### src/rtl/display_pkg.sv
// Shared BCD definitions for the 7-segment display path.
package display_pkg;

  localparam int BCD_W = 4;
  localparam logic [BCD_W-1:0] BCD_MAX = 4'd9;

  function automatic logic is_valid_bcd(input logic [BCD_W-1:0] code);
    return code <= BCD_MAX;
  endfunction

endpackage

### src/rtl/display_scan_tick_gen.sv
// Free-running prescaler: oTick is high on the last cycle of every DIV-cycle period.
module tick_gen #(
  parameter int DIV = 50000
) (
  input  logic iClk,
  input  logic iRst,
  output logic oTick
);

  localparam int CNT_W = (DIV > 1) ? $clog2(DIV) : 1;
  localparam logic [CNT_W-1:0] LAST = CNT_W'(DIV - 1);

  logic [CNT_W-1:0] prescaler;

  assign oTick = (prescaler == LAST);

  always_ff @(posedge iClk) begin
    if (iRst) begin
      prescaler <= '0;
    end else if (oTick) begin
      prescaler <= '0;
    end else begin
      prescaler <= prescaler + CNT_W'(1);
    end
  end

endmodule

### src/rtl/display_scan.sv
// Multiplexed 7-segment scan driver; the shadow BCD word only changes at frame
// boundaries so a scan never mixes digits from two different values.
module display_scan
  import display_pkg::*;
#(
  parameter int DIGITS = 4,
  parameter int DIV    = 50000
) (
  input  logic                    iClk,
  input  logic                    iRst,
  input  logic                    iLoad,
  input  logic [BCD_W*DIGITS-1:0] iBcd,
  input  logic                    iBlankLz,
  output logic [BCD_W-1:0]        oDigit,
  output logic [DIGITS-1:0]       oAnode,
  output logic                    oFrame
);

  localparam int IDX_W = $clog2(DIGITS);
  localparam logic [IDX_W-1:0] LAST_IDX = IDX_W'(DIGITS - 1);

  logic                    tick;
  logic [IDX_W-1:0]        idx;
  logic [BCD_W*DIGITS-1:0] shadow;
  logic [BCD_W*DIGITS-1:0] pending;
  logic                    pendValid;
  logic                    frameEnd;
  logic [DIGITS-1:0]       blank;
  logic [BCD_W-1:0]        code;
  logic                    lead;

  tick_gen #(.DIV(DIV)) uTick (
    .iClk  (iClk),
    .iRst  (iRst),
    .oTick (tick)
  );

  assign frameEnd = tick && (idx == LAST_IDX);

  always_ff @(posedge iClk) begin
    if (iRst) begin
      idx <= '0;
    end else if (tick) begin
      idx <= (idx == LAST_IDX) ? '0 : idx + IDX_W'(1);
    end
  end

  // A load landing on the boundary goes straight to the shadow and leaves nothing pending.
  always_ff @(posedge iClk) begin
    if (iRst) begin
      shadow    <= '0;
      pending   <= '0;
      pendValid <= 1'b0;
    end else if (frameEnd) begin
      if (iLoad) begin
        shadow <= iBcd;
      end else if (pendValid) begin
        shadow <= pending;
      end
      pendValid <= 1'b0;
    end else if (iLoad) begin
      pending   <= iBcd;
      pendValid <= 1'b1;
    end
  end

  // Walk from the most significant digit down; an invalid digit above still counts as "dark".
  always_comb begin
    lead  = 1'b1;
    code  = '0;
    blank = '0;
    for (int k = DIGITS - 1; k >= 0; k--) begin
      code     = shadow[k*BCD_W +: BCD_W];
      blank[k] = !is_valid_bcd(code) || (iBlankLz && (k != 0) && (code == '0) && lead);
      lead     = lead && ((code == '0) || blank[k]);
    end
  end

  always_ff @(posedge iClk) begin
    if (iRst) begin
      oDigit <= '0;
      oAnode <= '1;
      oFrame <= 1'b0;
    end else begin
      oDigit <= shadow[idx*BCD_W +: BCD_W];
      oAnode <= blank[idx] ? '1 : ~(DIGITS'(1) << idx);
      oFrame <= frameEnd;
    end
  end

endmodule

### config.mk
export PLATFORM = sky130hd
export DESIGN_NAME = display_scan
export DESIGN_NICKNAME = d
export VERILOG_FILES = /design/src/rtl/display_pkg.sv /design/src/rtl/display_scan_tick_gen.sv /design/src/rtl/display_scan.sv
export SDC_FILE = /design/constraint.sdc
export NUM_CORES = 1
export LEC_CHECK = 0
export ABC_AREA = 1
export CAP_MARGIN = 40
export CORE_MARGIN = 8
export CORE_UTILIZATION = 45
export CTS_CLUSTER_SIZE = 30
export DETAILED_ROUTE_END_ITERATION = 10
export PLACE_DENSITY_LB_ADDON = 0.05
export SLEW_MARGIN = 20
export SYNTH_ARGS = -nofsm -noshare
export SYNTH_HDL_FRONTEND = slang
export SYNTH_SLANG_ARGS = --single-unit
### constraint.sdc
create_clock -name iClk -period 2.4 [get_ports iClk]
set_input_delay 0.36 -clock iClk [delete_from_list [all_inputs] [get_ports iClk]]
set_output_delay 0.36 -clock iClk [all_outputs]
set_load 0.005 [all_outputs]
# [Word level (Yosys, flattened, before mapping)]
# Index checks and enable logic that the tools add are counted.
[word_totals] ram_bits=0 elab_cells=51 romBits=0 register_bits=60 in_bits=20 n_memories=0 output_inout_bits=9 latch_bits=0
[op_classes] order_cmp=5 shifts=2 n_bitwise=2 mux=5 n_mul=0 n_addsub=2 n_reduce_logical=25 div_mod_pow=0 eq_ne=2
[ops] cell="16-bit two-way mux" count=2
[ops] cell="16-bit by 1-bit adder with 16-bit output (second input constant)" count=1
[ops] cell="16-bit == test (second input constant)" count=1
[ops] cell="4-bit <= comparator (second input constant)" count=4
[ops] cell="16-bit by 5-bit variable part select with 4-bit output" count=1
[ops] cell="4-bit zero test" count=3
[ops] cell="1-bit logical AND" count=7
[ops] cell="2-bit OR reduction" count=3
[ops] cell="1-bit logical OR" count=5
[ops] cell="1-bit zero test" count=4
[ops] cell="4-bit NOT" count=1
[ops] cell="2-bit AND reduction" count=2
[ops] cell="1-bit by 2-bit left shift with 4-bit output (first input constant)" count=1
[ops] cell="2-bit by 3-bit < comparator with 1-bit output (second input constant)" count=1
[ops] cell="2-bit by 1-bit adder with 2-bit output (second input constant)" count=1
[ops] cell="1-bit binary-select mux with 2-bit select" count=1
[ops] cell="2-bit == test (second input constant)" count=1
[ops] cell="2-bit two-way mux" count=1
[ops] cell="2-bit nonzero test" count=1
[ops] cell="1-bit two-way mux" count=1
[ops] cell="1-bit NOT" count=1

# [Longest topological paths before layout]
[depth] word_depth=13 ltp_mapped=10 mapped_depth_nobuf=9

# [Modules after synthesis]
# A second synthesis with hierarchy kept.
[hier_totals] cells_unflattened=386 area_unflattened_um2=2763.9
[modules_own_cells] module="display_scan" cells_each=256 instances=1 seq_area_each_um2=880.8 area_per_inst_um2=1904.3
[modules_own_cells] module="tick_gen" cells_each=130 instances=1 seq_area_each_um2=320.3 area_per_inst_um2=859.6

# [Worst setup path after synthesis]
# OpenSTA, ideal clock, no wires.
[synth_path] kind="reg-to-reg" from="register uTick.prescaler[0]" to="register pending[10]" slack_ps=873 period_less_slack_ps=1527 n_path_buf=1 required_ps=2285 stages_incl_launch_ff=10 arrival_time_ps=1412 setup_time_ps=115 cell_sequence="dfxtp_1 ha_1 nand2_1 nor2_4 nand3_2 nor2_4 nand2_2 buf_2 a21oi_1 nor2_1"
[synth_via] elab_chain_cells=4
[synth_rtl] element="start: declaration" line="display_scan_tick_gen.sv:13" rtl="logic [CNT_W-1:0] prescaler;"
[synth_rtl] element="start signal: assignment" line="display_scan_tick_gen.sv:23" rtl="prescaler <= prescaler + CNT_W'(1);"
[synth_rtl] element="16-bit == test" line="display_scan_tick_gen.sv:15" rtl="assign oTick = (prescaler == LAST);"
[synth_rtl] element="1-bit logical AND" line="display_scan.sv:38" rtl="assign frameEnd = tick && (idx == LAST_IDX);"
[synth_rtl] element="1-bit NOT (no line)"
[synth_rtl] element="2-bit AND reduction (no line)"
[synth_rtl] element="end signal: assignment" line="display_scan.sv:62" rtl="pending <= iBcd;"
[synth_rtl] element="end: declaration" line="display_scan.sv:25" rtl="logic [BCD_W*DIGITS-1:0] pending;"
# No other way between the ends.
# A chain may end at the register's enable or synchronous reset.

# [Worst setup path after layout]
[layout_path] from="register uTick.prescaler[0]" to="register uTick.prescaler[2]"
[layout_via] elab_chain_cells=2 word_cells_on_any_way=3 cone_classes="add/sub (1); eq/ne (1); reduce/logical (1)"
[layout_rtl] element="branches (longest 2 deep; another with 16-bit by 1-bit adder with 16-bit output)"
# Several ways; the timed one is not identified.

==> results.txt <==
- The run finished with clean final reports.
- Summed over all layers, the global routing overflow is 0.
- Entering global routing, the biggest net connects 35 pins.
- The floorplan step defined a die boundary enclosing 9210 µm².
* Leakage power figure: 1.33 nW
- Cell type with the highest aggregate area in the netlist: sky130_fd_sc_hd__dfxtp_1
- Once placement finished, the instance area stood at 3210 µm².
- Class of the tightest hold or removal check: reg -> reg
- The net count of the finished layout is 467.
* Fraction of the cycle the final worst path needs: 0.773
- Synthesis instantiated 22 different standard cells from the library.
- Clock tree from TritonCTS: yes
* Unrepaired setup endpoints after global routing: no
* Synthesized cell area: 2880 µm²
* Data arrival at the endpoint of the critical path: 2.06 ns
* Number of pins exceeding their max-slew limit in the final report: 0
- Sequential fraction of the synthesis area: 0.418
- Number of DRC markers in iteration 0: 107
* Sw Pwr: 0.461 mW
- A synthesized cell averages 6.91 µm².
* Layout overhead on the synthesized area: 18.1%
- Worst supply voltage drop on vdd: 0.271 mV
- Leaving out fill and tap cells, the most frequent cell in the layout is sky130_fd_sc_hd__nand2_1.
* Clk Latency, worst-skew pair: 0.33 ns
- Timing-limited maximum frequency: 0.539 GHz
* Number of I/O port buffers: 28
- The first TritonRoute pass finished after 4 iterations.
- Worst slew slack as a fraction of its limit: 0.692
* Fin util: 0.541
- Chip Width: 96.0 µm
- The first global-routing pass estimated 10.8 mm of wire.
- The number of nets in the synthesized netlist is 441.
- Counting flops and latches in the post-synthesis netlist gives 60.
* Diode count: 0
- After routing the design area is 3400 µm².
* Startpoint Class: register
- Average wire length per cell after detail routing: 11.9 µm
- At the pin with the least slew margin, the transition time is 0.459 ns.
* CP Max Fanout: 13
* Number of I/O pins: 29
- For this design the ratio of total power to cell area is 598 nW/µm².
- In the final layout, the share of cells above drive strength 1 is 0.0695.
- The number of hold violations in the final report is 0.
- Of all flip-flops after synthesis, the portion carrying an async set or reset was 0.
- Cell internal power was estimated by the tool at 1.57 mW.
* Residual DRC count: 0
* Seq pwr share: 0.509
* # Max-Cap Violations: 0
- Among all flip-flop cells after synthesis, the most frequent one is sky130_fd_sc_hd__dfxtp_1.
- From bottom edge to top edge, the die measures 96.0 µm.
* CP Data Required Time: 2.60 ns
- Area share of the largest cell type after synthesis: 0.418
- The share of total power dissipated in the clock network is 0.419.
- The core region is 6280 µm².
- Of the total power, the share spent switching nets is 0.227.
- In the final layout, the multi-input gates occupy 1410 µm².
- The clock tree synthesis step divided the H-tree into 3 levels.
* Number of global-route vias before repair: 2435
- Adding up every negative setup slack in the final design gives 0 ns.
- Clock sink count: 60
- In the synthesized netlist, the number of instances is 416.
- After clock tree synthesis, the clock-pin slew on the worst setup and hold paths is 0.06 ns.
- Setup violations remaining at the end of the flow were counted as 0.
- For this configuration, the core starts out at a cell density of 0.458.
- Initial antenna violation count: 0
- After detailed routing, the total wire length is 6.25 mm.
- After filler insertion, the fill cell instance count of the layout stands at 667.
* Buffer levels on the longest clock path: 2
- Yosys Warn Count: 0
- Combinational group share of total power: 0.073
- Setup bufs post-CTS: 0
- In the layout the commonest cells are sky130_fd_sc_hd__nand2_1, sky130_fd_sc_hd__dfxtp_1, sky130_fd_sc_hd__nor2_1, sky130_fd_sc_hd__a21oi_1, sky130_fd_sc_hd__inv_1.
* Total via count after detailed routing: 2654
- Number of synthesized flops with an enable pin: 0
* Clk root buf: sky130_fd_sc_hd__clkbuf_8
* Detail Route Antenna Nets: 0
- Routability-driven placement finished with a final weighted congestion of 0.836.
* Setup Skew: 0.00507 ns
- CTS resizes: 0
- By startpoint and endpoint, the worst setup path is classified as reg -> reg.
- Cell types occupying the most area after synthesis: sky130_fd_sc_hd__dfxtp_1, sky130_fd_sc_hd__nand2_1, sky130_fd_sc_hd__a21oi_1
- For this run, the total global-route usage over all layers was measured as 0.148.
- Final min period: 1.85 ns
* Area occupied by registers: 1200 µm²
- Rows: 29
- Dividing the detail-routed via count by the number of cells gives 5.07.
- The worst setup path is captured at a register.
* HPWL after DPL: 4.42 mm
- CTS hold repair buffers: 0
- Total clock buffers created by CTS: 9
[final cells by class]
class / count / area share
inverters: 38 / 0.0420
well taps: 77 / 0.0284
flip-flops and latches: 60 / 0.354
clock buffers: 14 / 0.0538
multi-input cells: 294 / 0.414
repair buffers: 39 / 0.107
clock inverters: 1 / 0.00147
[kinds of logic after synthesis]
logic type	after synthesis	synth area share
adders and majority gates	5	0.0217
and+or+nand+nor	208	0.319
AOI/OAI and AO/OA	76	0.133
DFF	60	0.418
buffers and inverters	62	0.0940
xor gates and xnor gates	5	0.0152
[registers in the layout (all words and copies together), names as in the netlist]
signal and flops:
oFrame 1, pendValid 1, oAnode 4, uTick.prescaler 16
idx 2, oDigit 4, shadow 16, pending 16
[power by group through the flow]
stage                     Clock [mW]  Sequential [mW]  Combinational, mW
after global routing           0.919             1.03              0.169
after CTS                      0.883             1.03              0.149
final                          0.851             1.03              0.147
after global placement             0             1.05              0.146
after floorplan                    0             1.05             0.0928
after detailed placement           0             1.05              0.148
[metrics by stage]
stage	std cells	setup slack, ns	hold slack [ns]	power, mW
floorplan	416	0.873	0.418	1.15
global placement	508	0.557	0.430	1.20
detailed placement	508	0.524	0.441	1.20
CTS	523	0.515	0.452	2.06
global route	523	0.387	0.476	2.12
finish	523	0.545	0.446	2.03
[worst max-delay path: stages, from the launching register on]
cell and delay (ns):
sky130_fd_sc_hd__dfxtp_1 0.35, sky130_fd_sc_hd__ha_1 0.19, sky130_fd_sc_hd__nand2_1 0.10, sky130_fd_sc_hd__nor2_4 0.11, sky130_fd_sc_hd__nand3_2 0.09, sky130_fd_sc_hd__nor2_4 0.29
sky130_fd_sc_hd__nor2_1 0.16, sky130_fd_sc_hd__inv_1 0.34, sky130_fd_sc_hd__nor3b_1 0.09
[synthesized netlist by cell type, types with 5 or more instances]
cell / count
sky130_fd_sc_hd__nand2_1: 87
sky130_fd_sc_hd__dfxtp_1: 60
sky130_fd_sc_hd__nor2_1: 58
sky130_fd_sc_hd__a21oi_1: 48
sky130_fd_sc_hd__inv_1: 37
sky130_fd_sc_hd__nand3_1: 28
sky130_fd_sc_hd__o21ai_0: 27
sky130_fd_sc_hd__nand4_1: 23
sky130_fd_sc_hd__clkbuf_1: 14
sky130_fd_sc_hd__buf_2: 6
sky130_fd_sc_hd__ha_1: 5
sky130_fd_sc_hd__xor2_1: 5
[metal layers]
layer  wire length [µm]  vias up  global-route usage
li1                   -     1413                   -
met1               3070     1176               0.184
met4                147        0              0.0845
met5                  0        -                   0
met2               2770       52               0.231
met3                256       13              0.0328
[path summary, 6_finish.rpt]
path / start / to / slack, ns / cells after the start
worst max-delay path: uTick.prescaler[0] / uTick.prescaler[2] / 0.55 / 8
worst min-delay path: uTick.prescaler[0] / uTick.prescaler[0] / 0.45 / 1
worst max register to register: uTick.prescaler[0] / uTick.prescaler[2] / 0.55 / 8
worst min register to register: uTick.prescaler[0] / uTick.prescaler[0] / 0.45 / 1
No activity file was read; power rests on OpenSTA's default activity.
